<file path="src/rtl/mc_ctrl_pkg.sv">
// Shared encodings for the multi-cycle MIPS control unit.
// Latency: n/a (types and constants only).
// Backpressure: n/a.
package mc_ctrl_pkg;

  typedef enum logic [3:0] {
    S_INIT   = 4'd0,
    S_FETCH  = 4'd1,
    S_DECODE = 4'd2,
    S_MEMADR = 4'd3,
    S_MEMRD  = 4'd4,
    S_MEMWB  = 4'd5,
    S_MEMWR  = 4'd6,
    S_EXE    = 4'd7,
    S_ALUWB  = 4'd8,
    S_BRANCH = 4'd9,
    S_JUMP   = 4'd10,
    S_JAL    = 4'd11,
    S_IEXE   = 4'd12,
    S_IWB    = 4'd13
  } state_e;

  // ALU operation codes
  localparam logic [2:0] ALU_ADD = 3'd0;
  localparam logic [2:0] ALU_SUB = 3'd1;
  localparam logic [2:0] ALU_AND = 3'd2;
  localparam logic [2:0] ALU_OR  = 3'd3;
  localparam logic [2:0] ALU_SLT = 3'd4;

  // Opcodes
  localparam logic [5:0] OP_RTYPE = 6'h00;
  localparam logic [5:0] OP_LW    = 6'h23;
  localparam logic [5:0] OP_SW    = 6'h2B;
  localparam logic [5:0] OP_BEQ   = 6'h04;
  localparam logic [5:0] OP_ADDI  = 6'h08;
  localparam logic [5:0] OP_ORI   = 6'h0D;
  localparam logic [5:0] OP_J     = 6'h02;
  localparam logic [5:0] OP_JAL   = 6'h03;

  // R-type funct codes
  localparam logic [5:0] FN_ADDU = 6'h21;
  localparam logic [5:0] FN_SUBU = 6'h23;
  localparam logic [5:0] FN_AND  = 6'h24;
  localparam logic [5:0] FN_OR   = 6'h25;
  localparam logic [5:0] FN_SLT  = 6'h2A;

  // Register-file write address select
  localparam logic [1:0] REGDST_RT = 2'b00;
  localparam logic [1:0] REGDST_RD = 2'b01;
  localparam logic [1:0] REGDST_RA = 2'b10;

  // Register-file write data select
  localparam logic [1:0] WDSEL_ALU = 2'b00;
  localparam logic [1:0] WDSEL_MDR = 2'b01;
  localparam logic [1:0] WDSEL_PC  = 2'b10;

  // ALU B operand select
  localparam logic [1:0] SRCB_B    = 2'b00;
  localparam logic [1:0] SRCB_FOUR = 2'b01;
  localparam logic [1:0] SRCB_EXT  = 2'b10;
  localparam logic [1:0] SRCB_BOFF = 2'b11;

  // Next-PC select
  localparam logic [1:0] PCSRC_ALU    = 2'b00;
  localparam logic [1:0] PCSRC_ALUOUT = 2'b01;
  localparam logic [1:0] PCSRC_JUMP   = 2'b10;

endpackage

</file>
<file path="src/rtl/mc_ctrl_alu_dec.sv">
// Maps an R-type funct field to the ALU operation and flags unsupported codes.
// Latency: purely combinational.
// Backpressure: none.
module mc_alu_dec
  import mc_ctrl_pkg::*;
(
  input  logic [5:0] funct,
  output logic [2:0] alu_op,
  output logic       legal
);

  // funct -> ALU operation lookup
  always_comb begin
    alu_op = ALU_ADD;
    legal  = 1'b1;
    case (funct)
      FN_ADDU: alu_op = ALU_ADD;
      FN_SUBU: alu_op = ALU_SUB;
      FN_AND:  alu_op = ALU_AND;
      FN_OR:   alu_op = ALU_OR;
      FN_SLT:  alu_op = ALU_SLT;
      default: legal  = 1'b0;
    endcase
  end

endmodule

</file>
<file path="src/rtl/mc_ctrl.sv">
// Multi-cycle MIPS control FSM: fetch/decode/execute/memory/writeback sequencing.
// Latency: 2..5 cycles per instruction; outputs decoded from state (Zero->PCWr in BRANCH only).
// Backpressure: none; advances one state per clock.
module mc_ctrl
  import mc_ctrl_pkg::*;
(
  input  logic       clk,
  input  logic       rst_n,
  input  logic [5:0] op,
  input  logic [5:0] funct,
  input  logic       Zero,
  output logic       PCWr,
  output logic       IRWr,
  output logic       RFWr,
  output logic       DMWr,
  output logic [1:0] RegDst,
  output logic [1:0] WDSel,
  output logic       ALUSrcA,
  output logic [1:0] ALUSrcB,
  output logic       EXTOp,
  output logic [2:0] ALUOp,
  output logic [1:0] PCSrc,
  output logic       instr_done,
  output logic       illegal
);

  state_e     state_q, state_d;
  // ALU op and extension mode captured in DECODE so later states do not
  // depend on the op/funct inputs combinationally.
  logic [2:0] alu_op_q, alu_op_d;
  logic       ext_sign_q, ext_sign_d;

  logic [2:0] fn_alu_op;
  logic       fn_legal;

  mc_alu_dec u_alu_dec (
    .funct  (funct),
    .alu_op (fn_alu_op),
    .legal  (fn_legal)
  );

  // State and decoded-operation registers
  always_ff @(posedge clk or negedge rst_n) begin
    if (!rst_n) begin
      state_q    <= S_INIT;
      alu_op_q   <= ALU_ADD;
      ext_sign_q <= 1'b0;
    end else begin
      state_q    <= state_d;
      alu_op_q   <= alu_op_d;
      ext_sign_q <= ext_sign_d;
    end
  end

  // Next-state and per-state control outputs
  always_comb begin
    state_d    = state_q;
    alu_op_d   = alu_op_q;
    ext_sign_d = ext_sign_q;
    PCWr       = 1'b0;
    IRWr       = 1'b0;
    RFWr       = 1'b0;
    DMWr       = 1'b0;
    RegDst     = REGDST_RT;
    WDSel      = WDSEL_ALU;
    ALUSrcA    = 1'b0;
    ALUSrcB    = SRCB_B;
    EXTOp      = 1'b0;
    ALUOp      = ALU_ADD;
    PCSrc      = PCSRC_ALU;
    instr_done = 1'b0;
    illegal    = 1'b0;

    case (state_q)
      S_INIT: state_d = S_FETCH;

      S_FETCH: begin
        IRWr    = 1'b1;
        PCWr    = 1'b1;
        ALUSrcB = SRCB_FOUR;
        state_d = S_DECODE;
      end

      S_DECODE: begin
        // ALUOut <= PC+4 + (sext(imm)<<2), the branch target
        ALUSrcB    = SRCB_BOFF;
        EXTOp      = 1'b1;
        alu_op_d   = fn_alu_op;
        ext_sign_d = 1'b1;
        case (op)
          OP_LW, OP_SW: state_d = S_MEMADR;
          OP_RTYPE: begin
            if (fn_legal) begin
              state_d = S_EXE;
            end else begin
              illegal    = 1'b1;
              instr_done = 1'b1;
              state_d    = S_FETCH;
            end
          end
          OP_BEQ:  state_d = S_BRANCH;
          OP_ADDI: begin
            alu_op_d = ALU_ADD;
            state_d  = S_IEXE;
          end
          OP_ORI: begin
            alu_op_d   = ALU_OR;
            ext_sign_d = 1'b0;
            state_d    = S_IEXE;
          end
          OP_J:    state_d = S_JUMP;
          OP_JAL:  state_d = S_JAL;
          default: begin
            illegal    = 1'b1;
            instr_done = 1'b1;
            state_d    = S_FETCH;
          end
        endcase
      end

      S_MEMADR: begin
        ALUSrcA = 1'b1;
        ALUSrcB = SRCB_EXT;
        EXTOp   = 1'b1;
        state_d = (op == OP_LW) ? S_MEMRD : S_MEMWR;
      end

      S_MEMRD: state_d = S_MEMWB;

      S_MEMWB: begin
        RFWr       = 1'b1;
        RegDst     = REGDST_RT;
        WDSel      = WDSEL_MDR;
        instr_done = 1'b1;
        state_d    = S_FETCH;
      end

      S_MEMWR: begin
        DMWr       = 1'b1;
        instr_done = 1'b1;
        state_d    = S_FETCH;
      end

      S_EXE: begin
        ALUSrcA = 1'b1;
        ALUSrcB = SRCB_B;
        ALUOp   = alu_op_q;
        state_d = S_ALUWB;
      end

      S_ALUWB: begin
        RFWr       = 1'b1;
        RegDst     = REGDST_RD;
        WDSel      = WDSEL_ALU;
        instr_done = 1'b1;
        state_d    = S_FETCH;
      end

      S_BRANCH: begin
        ALUSrcA    = 1'b1;
        ALUSrcB    = SRCB_B;
        ALUOp      = ALU_SUB;
        PCSrc      = PCSRC_ALUOUT;
        PCWr       = Zero;
        instr_done = 1'b1;
        state_d    = S_FETCH;
      end

      S_JUMP: begin
        PCWr       = 1'b1;
        PCSrc      = PCSRC_JUMP;
        instr_done = 1'b1;
        state_d    = S_FETCH;
      end

      S_JAL: begin
        // PC still holds PC+4 here, so RF captures the link value on the
        // same edge that loads the jump target.
        PCWr       = 1'b1;
        PCSrc      = PCSRC_JUMP;
        RFWr       = 1'b1;
        RegDst     = REGDST_RA;
        WDSel      = WDSEL_PC;
        instr_done = 1'b1;
        state_d    = S_FETCH;
      end

      S_IEXE: begin
        ALUSrcA = 1'b1;
        ALUSrcB = SRCB_EXT;
        EXTOp   = ext_sign_q;
        ALUOp   = alu_op_q;
        state_d = S_IWB;
      end

      S_IWB: begin
        RFWr       = 1'b1;
        RegDst     = REGDST_RT;
        WDSel      = WDSEL_ALU;
        instr_done = 1'b1;
        state_d    = S_FETCH;
      end

      default: state_d = S_FETCH;
    endcase
  end

endmodule
</file>
<file path="config.mk">
export PLATFORM = sky130hd
export DESIGN_NAME = mc_ctrl
export DESIGN_NICKNAME = d
export VERILOG_FILES = /design/src/rtl/mc_ctrl_pkg.sv /design/src/rtl/mc_ctrl_alu_dec.sv /design/src/rtl/mc_ctrl.sv
export SDC_FILE = /design/constraint.sdc
export NUM_CORES = 1
export LEC_CHECK = 0
export ABC_AREA = 1
export BUFFER_PORTS_ARGS = -buffer_cell sky130_fd_sc_hd__buf_2
export CORE_AREA = 2 2 48 50
export CTS_BUF_LIST = sky130_fd_sc_hd__clkbuf_16
export CTS_CLUSTER_SIZE = 20
export DETAILED_ROUTE_END_ITERATION = 6
export DIE_AREA = 0 0 50 52
export GPL_TIMING_DRIVEN = 0
export PLACE_DENSITY = 0.66
export SYNTH_ARGS = -nofsm -noshare
export SYNTH_HDL_FRONTEND = slang
export SYNTH_SLANG_ARGS = --single-unit
</file>
<file path="constraint.sdc">
create_clock -name clk -period 4 [get_ports clk]
set_clock_uncertainty 0.1 [all_clocks]
set_input_delay 0.8 -clock clk [delete_from_list [all_inputs] [get_ports clk]]
set_output_delay 0.8 -clock clk [all_outputs]
set_load 0.005 [all_outputs]
</file>
Word-level counts from Yosys, hierarchy flattened --
Cells that the tools add are included.
Storage, ports and cells: register bits after elaboration 8, output and inout port bits 19
Cells by class: equality and inequality tests 25, muxes and demuxes 23, reduce and logical (&&, ||, !) cells 13
Operators with widths (count):
- $pmux 4 s6 | 2
- $eq 6x6->1 const B | 7
- $eq 4x4->1 const B | 6
- $eq 4x3->1 const B | 4
- $reduce_or 7->1 | 2
- $eq 6x2->1 const B | 2
- $eq 6x4->1 const B | 2
- $pmux 2 s2 | 3
- $pmux 3 s2 | 2
- $pmux 3 s4 | 1
- $reduce_or 2->1 | 6
- $eq 4x2->1 const B | 2
- $mux 1 | 8
- $pmux 1 s2 | 4
- $reduce_or 4->1 | 2
- $eq 6x3->1 const B | 1
- $logic_not 6->1 | 1
- $pmux 2 s3 | 1
- $reduce_or 5->1 | 1
- $eq 4x1->1 const B | 1
- $mux 3 | 1
- $reduce_or 3->1 | 1
- $mux 2 | 1

Logic depth before layout (Yosys ltp) --
word-level depth 6, mapped depth 9, depth with buffers taken out 9

Cells and area by module --
A second synthesis with hierarchy kept.
Unflattened totals: cells, all modules 134, area, all modules 758.2 um^2
Modules (own cells, without submodules):
- mc_ctrl | instances 1, cells an instance 114, area each 666.9 um^2, sequential area each 200.2 um^2
- mc_alu_dec | instances 1, cells an instance 20, area each 91.3 um^2, sequential area each 0.0 um^2

Worst setup path before layout --
Ideal clock, no wire load.
path kind in2out, start in funct[5], end out instr_done, data arrival time 1.454 ns, path slack 1.646 ns, stages on the path 7, cell sequence inv_1 > nor2_1 > nand3_1 > nand3_1 > nand2_1 > nand2_1 > o21bai_1
On the way: cells in the longest elaborated chain, start to end 6, elaborated cells on any way between the ends 10, those cells by class eq/ne (5); mux (4); reduce/logical (1)
Ends and longest elaborated chain:
- from (decl) | line mc_ctrl.sv:10 | input logic [5:0] funct,
- $eq 6x6->1 | line mc_ctrl_alu_dec.sv:16 | case (funct)
- $reduce_or 5->1 (no source line) (*)
- $mux 1 (*) | line mc_ctrl_alu_dec.sv:16
- $mux 1 (*) | line mc_ctrl.sv:93 | if (fn_legal) begin
- $pmux 1 s2 (*) | line mc_ctrl.sv:90 | case (op)
- $pmux 1 s2 (*) | line mc_ctrl.sv:74 | case (state_q)
- to (decl) | line mc_ctrl.sv:23 | output logic instr_done,
Every way passes the cells marked *; elsewhere a longest branch is shown, timed or not.

Worst setup path after layout --
start in funct[4], end out instr_done
Same word-level chain as after synthesis.

==> results.md <==
- Crit path from: funct[4]
- CTS tree: done
- R2R setup slack: 2.61 ns
- Max clock buf depth: 2
- Worst r2r src: state_q[2]
- Core outline area: 2110 µm²
- Initial antenna violation count: 0
- GRT overflow: 0
- Dominant cell type by area after synthesis: dfrtp_1
- First-pass GRT wire length: 3.20 mm
- Slowest-stage cell, CP: nor2_1
- Clk slew on worst S/H paths: 0.04 ns
- Max-Cap Viols: 0
- Setup TNS Final: 0 ns
- First-pass iteration count of the detailed router: 4
- Diode count: 0
- Slew margin rel.: 81.8%
- Leakage: 0.676 nW
- Vias in the first global route: 858
- Share of the synthesized area in the top cell type: 25.3%
- Later-pin clock latency in the skew report: 0.23 ns
- Fill cell count: 228
- Multi-input gate area: 460 µm²
- DPL Wire Length: 1.60 mm
- Ranking of synthesized cells by area: dfrtp_1 (25%), nand2_1 (17%), nor2_1 (15%)
- Layout cells sized above 1: 24.3%
- Synthesized instance count: 141
- Post-Route WL: 1.86 mm
- Antenna Nets Post-Route: 0
- H-tree depth: 1
- Critical path peak fanout: 5
- Die height: 52 µm
- Hold_buf cts: 0
- DR iter-0 viols: 10
- CTS Buf Count: 3
- Worst Tran Pin Value: 0.272 ns
- Top Ports: 34
- Post-CTS Repair Setup Buffers: 0
- Post-synthesis cell type count: 19
- Post-CTS Resized: 0
- Met3 GRT Util: 0%
- Largest net degree at the start of global routing: 11
- RR Endpoint: alu_op_q[0]
- Die area: 2600 µm²
- Met1 usage: 17.6%
- Initial cell density of the core: 37.6%
- YS warnings: 0
- GPL Wtd Cong: 0.762
- Setup violators final: 0
- FF+latch count, synth: 8
- Critical path class: input port to primary output
- Tmin final: 2.67 ns
- Fin crit share: 66.7%
- Storage element area: 200 µm²
- Final Slew Violations: 0
- Synth-to-Final Area Change: 34.8%
- Via-to-Cell Ratio: 4.56
- Drc violations: 0
- Net Count, Synth: 156
- Worst r2r path cells: 6
- HP Class: input port to async pin
- GR peak layer: met2
- Finished Layout Cells: 205
- CP Launch Type: input port
- Vias post-DR: 935
- Worst-path cell chain: buf_2 > nor2_1 > nand3_1 > nand3_1 > nand2_1 > nand2_1 > o21bai_1 > buf_2
- CP Capture Type: primary output
- I/O Buffers: 33
- Die W: 50 µm
- Routed len/inst: 9.05 µm
- Status: complete, no violations
- Mapped Area: 791 µm²
- Total GRT Usage: 16.0%
- Peak supply drop: 0.242 mV
- Sequential area share after synthesis: 25.3%
- Mean Syn Cell Area: 5.61 µm²
- WP data arrival: 1.77 ns
- Final nets: 194
- Fin area: 1070 µm²
- Placed insts: 202
- WP data required: 3.10 ns
- Power Density: 568 nW/µm²
- RSZ-0062 raised after global routing: no
- Final hold vios: 0
- Floorplan row count: 17
- Clock sink count: 8
- Cell Area, Placed: 991 µm²
- CP max stage delay: 0.23 ns
- Root buffer cell: clkbuf_16
- Fmax: 0.375 GHz
- Grt met2 use: 30.3%
-- cell type report --
class,instances,area share [%]
Buffer,1,0.704
Inverter,32,11.5
Sequential cell,8,18.8
Multi-Input combinational cell,100,43.2
Clock buffer,3,7.04
Tap cell,28,3.29
Timing Repair Buffer,33,15.5
-- worst max-delay path by stage --
stage	endpoint	slack, ns	depth (start not counted)
2_1_floorplan	instr_done	1.65	7
6_report	instr_done	1.33	8
5_1_grt	instr_done	1.18	8
3_3_place_gp	instr_done	1.34	9
4_1_cts	instr_done	1.31	8
3_5_place_dp	instr_done	1.31	8
-- metal layers --
layer | part of all wire (%) | up-vias
li1 | - | 502
met1 | 44 | 403
met2 | 51 | 28
met3 | 4.5 | 2
met4 | 0.97 | 0
met5 | 0 | -
-- cells in the mapped netlist --
cell,n
buf_4,1
nor2_4,1
nor2_1,31
inv_1,30
o31ai_2,1
o21bai_1,1
a21oi_1,4
o21ai_0,7
nand3_1,12
dfrtp_1,8
inv_2,1
nor2_8,1
nand2_1,36
nand4_1,2
inv_4,1
nand3b_1,1
nor3_1,1
o22ai_1,1
nand2_4,1
-- flip-flops by register name, summed over array words and instances, names as in the netlist --
signal / cells
ext_sign_q: 1
alu_op_q: 3
state_q: 4
-- worst max-delay path: cells and delay by family --
family                 cells  cell delay [ns]
AND/OR/NAND/NOR            5             0.69
AO/OA/AOI/OAI              1             0.06
buffers and inverters      2             0.22
-- report_power, final --
group	leakage, nW	switching, mW	internal, mW
combinational	0.538	0.180	0.120
sequential	0.102	0.0275	0.112
clock	0.0370	0.0363	0.129
total	0.676	0.244	0.361
-- kinds of logic after synthesis --
group                  after synthesis  synth area share [%]
DFF                                  8                  25.3
AOI/OAI and AO/OA                   14                  10.3
buffers and inverters               33                  16.5
and+or+nand+nor                     86                  47.9
-- metrics by stage --
stage | util [%] | total power, mW | setup slack (ns) | hold slack [ns]
after CTS | 50.6 | 0.613 | 1.31 | 0.305
final | 50.6 | 0.605 | 1.33 | 0.305
after global placement | 47.1 | 0.435 | 1.34 | 0.378
after global routing | 50.6 | 0.666 | 1.18 | 0.316
after detailed placement | 47.1 | 0.442 | 1.31 | 0.375
after floorplan | - | 0.335 | 1.65 | 0.360
-- layout by cell type, fill, tap and decap left out, types with 2 or more instances in the layout --
cell       instances
nand2_1           36
buf_2             33
nor2_1            31
inv_1             30
nand3_1           12
dfrtp_1            8
o21ai_0            7
a21oi_1            4
clkbuf_16          3
nand4_1            2
Power figures use the tool's default switching activity.
